--- config.mk ---
export PLATFORM = sky130hd
export DESIGN_NAME = sumador_q22
export DESIGN_NICKNAME = d
export VERILOG_FILES = /design/src/rtl/sumador_q22_pkg.sv /design/src/rtl/sumador_q22_fa.sv /design/src/rtl/sumador_q22.sv
export SDC_FILE = /design/constraint.sdc
export NUM_CORES = 1
export LEC_CHECK = 0
export CORE_MARGIN = 1.5
export CORE_UTILIZATION = 26
export CTS_BUF_LIST = sky130_fd_sc_hd__clkbuf_4 sky130_fd_sc_hd__clkbuf_8
export CTS_CLUSTER_DIAMETER = 40
export DETAILED_ROUTE_END_ITERATION = 6
export PLACE_DENSITY = 0.81
export SETUP_SLACK_MARGIN = 0.15
export SLEW_MARGIN = 20
export SYNTH_ARGS = -nofsm -noshare
export SYNTH_HDL_FRONTEND = slang
export SYNTH_SLANG_ARGS = --single-unit
--- constraint.sdc ---
create_clock -name clk -period 2.8 [get_ports clk]
set_input_delay 0.42 -clock clk [delete_from_list [all_inputs] [get_ports clk]]
set_output_delay 0.42 -clock clk [all_outputs]
set_load 0.005 [all_outputs]
--- src/rtl/sumador_q22_pkg.sv ---
// Shared widths, saturation limit and operand/sum types for the Q3.2 adder.
package sumador_q22_pkg;

    localparam int unsigned OPW   = 5;
    localparam int unsigned SUMW  = 6;
    localparam int unsigned FRACW = 2;

    localparam logic [SUMW-1:0] SAT_MAX = 6'd31;

    typedef logic [OPW-1:0]  opnd_t;
    typedef logic [SUMW-1:0] sum_t;

endpackage

--- src/rtl/sumador_q22_fa.sv ---
// One-bit full adder cell used to build the ripple-carry operand adder.
module sumador_q22_fa (
    input  logic i_a,
    input  logic i_b,
    input  logic i_cin,
    output logic o_s,
    output logic o_cout
);

    logic w_p;

    assign w_p    = i_a ^ i_b;
    assign o_s    = w_p ^ i_cin;
    assign o_cout = (i_a & i_b) | (i_cin & w_p);

endmodule

--- src/rtl/sumador_q22.sv ---
// Unsigned Q3.2 + Q3.2 -> Q4.2 adder with a sticky overflow flag.
// Define SUMADORQ22_SAT_EN to clamp the sum output to 31 on overflow.
module sumador_q22
    import sumador_q22_pkg::*;
(
    input  logic       clk,
    input  logic       rst_n,
    input  logic       ena,
    input  logic [7:0] ui_in,
    input  logic [7:0] uio_in,
    output logic [7:0] uo_out,
    output logic [7:0] uio_out,
    output logic [7:0] uio_oe
);

    opnd_t          w_a;
    opnd_t          w_b;
    logic [OPW:0]   w_carry;
    opnd_t          w_bits;
    sum_t           w_sum;
    sum_t           w_sum_out;
    logic           w_ovf;
    logic           w_unused;
    logic           r_sticky;

    assign w_a = ui_in[OPW-1:0];
    assign w_b = uio_in[OPW-1:0];

    assign w_carry[0] = 1'b0;

    for (genvar gi = 0; gi < OPW; gi++) begin : g_ripple
        sumador_q22_fa u_fa (
            .i_a    (w_a[gi]),
            .i_b    (w_b[gi]),
            .i_cin  (w_carry[gi]),
            .o_s    (w_bits[gi]),
            .o_cout (w_carry[gi+1])
        );
    end

    // Final carry-out is the Q4.2 integer MSB and doubles as the overflow bit.
    assign w_sum = {w_carry[OPW], w_bits};
    assign w_ovf = w_sum[SUMW-1];

`ifdef SUMADORQ22_SAT_EN
    assign w_sum_out = w_ovf ? SAT_MAX : w_sum;
`else
    assign w_sum_out = w_sum;
`endif

    always_ff @(posedge clk or negedge rst_n) begin
        if (!rst_n) begin
            r_sticky <= 1'b0;
        end else if (ena && w_ovf) begin
            r_sticky <= 1'b1;
        end
    end

    assign uo_out  = {r_sticky, w_ovf, w_sum_out};
    assign uio_out = 8'h00;
    assign uio_oe  = 8'h00;

    assign w_unused = &{ui_in[7:OPW], uio_in[7:OPW], 1'b0};

endmodule

==> Word-level counts from Yosys, hierarchy flattened <==
Index checks and enable logic that the tools add are counted.
{ "word_totals": {"ff_bits": 1, "latchBits": 0, "ramBits": 0, "rom_bits": 0, "wordCells": 24, "memories": 0} }
{ "op_classes": {"add_sub_neg": 0, "n_mul": 0, "div": 0, "n_lt_le_gt_ge": 0, "eq_ne": 0, "shift": 0, "mux": 0, "bitwise": 22, "n_reduce_logical": 1} }
{ "ops": {"columns": ["operator", "n"], "rows": [
  ["$and 1x1->1", 9],
  ["$xor 1x1->1", 9],
  ["$or 1x1->1", 4],
  ["$logic_and 1x1->1", 1]
]} }

==> Logic depth before layout (Yosys ltp) <==
{ "logic_depth": {"ltp_word": 10, "depth_mapped": 10, "depth_no_buf": 10} }

==> Cells and area by module <==
A second synthesis with hierarchy kept.
{ "unflattened": {"hier_cells": 27, "area_unflattened_um2": 279.0} }
{ "by_module_without_submodules": {"columns": ["mod", "n_inst", "cells_per_inst", "area_each_um2"], "rows": [
  ["sumador_q22", 1, 22, 178.9],
  ["sumador_q22_fa", 5, 1, 20.0]
]} }

==> Worst setup path before layout <==
No wires, ideal clock.
{ "synth_timing": {"path_kind": "input -> output", "startpoint": "input ui_in[0]", "endpoint": "output uo_out[4]", "arrival_ns": 2.160, "slack_ns": 0.220, "path_stages": 10, "n_path_buf": 1, "cell_sequence": "ha_1 > fa_1 > inv_1 > fa_1 > inv_1 > fa_1 > inv_1 > fa_1 > inv_1 > buf_4"} }
{ "synth_between": {"elab_chain_cells": 8} }
{ "synth_rtl": {"columns": ["element", "line_no", "rtl"], "rows": [
  ["from (decl)", "sumador_q22.sv:9", "input logic [7:0] ui_in,"],
  ["$and 1x1->1 (2 in series)", "sumador_q22_fa.sv:14", "assign o_cout = (i_a & i_b) | (i_cin & w_p);"],
  ["$or 1x1->1", "sumador_q22_fa.sv:14", null],
  ["$and 1x1->1", "sumador_q22_fa.sv:14", null],
  ["$or 1x1->1", "sumador_q22_fa.sv:14", null],
  ["$and 1x1->1", "sumador_q22_fa.sv:14", null],
  ["$or 1x1->1", "sumador_q22_fa.sv:14", null],
  ["$xor 1x1->1", "sumador_q22_fa.sv:13", "assign o_s = w_p ^ i_cin;"],
  ["to (decl)", "sumador_q22.sv:11", "output logic [7:0] uo_out,"]
]} }
No other way between the ends.

==> Worst setup path after layout <==
Same ends and word-level chain as after synthesis.

==> impl_results.md <==
- CP top delay family: adder cells
- Sequential fraction of the synthesis area: 7.220%
- Worst path bufs/invs: 6
- # diodes: 0
- Static leakage: 0.0002401 uW
- RSZ-0062 raised after global routing: yes
- # setup viols final: 0
- Biggest register: r_sticky
- Die Y: 39.51 um
- CP max stage cell: fa_2
- Hold Crit Start: r_sticky
- Synthesis Warnings: 0
- Syn Inst Count: 42
- Gp weighted congestion: 0.6180
- Largest regs: r_sticky (1)
- Critical path class: input port to output pin
- CP Max Fanout: 1
- Arrival @ worst endpoint: 2220 ps
- Post-synth ARST share: 100.0%
- # hold bufs at CTS: 0
- Global-route wire length before repair: 752 um
- Filler instances: 127
- Hold Path Sink: r_sticky
- Clk_skew: 0 ps
- GRT overflow: 0
- Power Total: ~85 uW
- Buffers on Ports: 20
- Worst R2R End: r_sticky
- Total number of vias: 218
- Post-synth top area share: 51.99%
- Final HPWL DP: around 470 um
- Post-synth top area cell: buf_4
- Outcome: completed
- Pwr dens: 186.7 mW/mm2
- DRT iter0 DRCs: 2
- Initial antenna violation count: 0
- Crit-path most repeated cell: fa_2
- Share of cells above drive strength 1: 30.19%
- Worst-Skew Late Latency: 0 ps
- Worst hold path type: flop to flop
- Area growth syn-to-layout: 30.69%
- Vias in the first global route: 182
- Hold Path Depth: 1
- Flop2flop setup slack: around 2200 ps
- Die area: 0.001561 mm2
- CP cell instances: buf_6 > ha_4 > fa_2 > inv_2 > fa_2 > inv_2 > fa_2 > inv_2 > fa_2 > inv_1 > buf_2
- Post-Synthesis Cell Area: 346.6 um2
- Highest clock rate: 378.7 MHz
- Worst-path clk slew: 0 ps
- Core footprint: 0.001171 mm2
- Reg-to-Reg Start: r_sticky
- R2R depth: 1
- Number of flip-flops under the largest register name: 1
- Top cells by area, synth: buf_4, fa_1, inv_1
- Synthesized flop and latch total: 1
- Synth cell count leaders: buf_4, inv_1, fa_1
- Avg Cell Area, Syn: 8.252 um2
- EDFF count, synth: 0
- Post-route antenna net violation count: 0
- Maxcap violations: 0
- Count leader, synth: buf_4
- Slowest stage delay, CP: between 400 and 500 ps
- Total track usage: between 7 and 8%
- Critical path origin: ui_in[0]
- Worst VDD drop: 0.07359 mV
- Final nets: 79
- Req. time, crit path: 2380 ps
- First drt pass iteration count: 2
- Pins Over Slew Limit: 0
- DRC violations left: 0
- Vias/cell: 3.254
- Final wirelength: 502 um
- Largest net degree at the start of global routing: 4
- Detail-routed net length per standard cell: ~7.5 um
- Fin crit period: 2640 ps
- Final period util: a little over nine tenths
- Hold slack: approximately 440 ps
- Top_reg_cell synth: dfrtp_1
- Row cnt: 12
- Top Ports: 43
- Die Width: 39.51 um
- Crit. End Element: output pin
- Hold Vio Cnt, Final: 0
- Worst setup SP type: input port
- Starting Density: 29.59%
- Distinct cells, synth: 7
==> how the worst max path moves through the flow <==
stage                      to  cells after the start
floorplan           uo_out[4]                     10
global route        uo_out[4]                     11
global placement    uo_out[4]                     11
finish              uo_out[4]                     11
CTS                 uo_out[6]                      9
detailed placement  uo_out[4]                     11
==> report_power, final <==
part	internal, uW	switching [uW]
Clock	0	0
Sequential	14.7	0.0000316
Combinational	41.3	28.6
Total	56.0	28.6
==> stage by stage <==
step	instance area [um2]	setup TNS (ps)	setup slack, ps	cells	utilization [%]
detailed placement	440.4	-1854	-668.3	67	37.61
global route	452.9	0	70.53	67	38.68
global placement	440.4	-1802	-653.3	67	37.61
finish	452.9	0	159.7	67	38.68
floorplan	402.9	0	219.8	57	-
CTS	456.7	0	88.00	67	39.00
==> area by class of cell <==
| cell class | instances | area [um2] | area share [%] |
|---|---|---|---|
| Multi-Input combinational cell | 22 | 182.7 | 40.33 |
| Inverter | 10 | 37.54 | 8.287 |
| Tap cell | 14 | 17.52 | 3.867 |
| Timing Repair Buffer | 20 | 190.2 | 41.99 |
| Sequential cell | 1 | 25.02 | 5.525 |
==> per-layer routing <==
layer  vias to the layer above  track usage, %  part of all wire [%]
li1                         99               -                     -
met1                        96           5.822                    19
met2                        23           14.75                    55
met3                         0           3.977                    26
met4                         0               0                     0
met5                         -               0                     0
==> placed cells by master, fill, tap and decap left out <==
cell / Yosys / final
dlymetal6s2s_1: 0 / 1
inv_2: 0 / 5
dfrtp_1: 1 / 1
clkdlybuf4s15_2: 0 / 1
conb_1: 1 / 16
buf_2: 0 / 1
a21o_1: 1 / 1
buf_6: 0 / 2
ha_4: 0 / 1
fa_2: 0 / 4
clkbuf_2: 0 / 2
dlygate4sd2_1: 0 / 1
inv_1: 10 / 5
clkdlybuf4s15_1: 0 / 1
clkdlybuf4s50_1: 0 / 11
==> repair_timing <==
action / in CTS / in global routing
pin swaps: 5 / 5
buffers inserted: 0 / 0
endpoints found under the setup margin: 5 / 3
gates resized for setup: 30 / 6
==> logic make-up after synthesis <==
| family | after synthesis | share of synthesized area, % |
|---|---|---|
| buffers and inverters | 34 | 62.82 |
| flip-flops | 1 | 7.219 |
| other | 1 | 1.082 |
| adder cells (fa/ha/maj) | 5 | 26.72 |
| AO/OA/AOI/OAI | 1 | 2.167 |
Power figures use the tool's default switching activity.
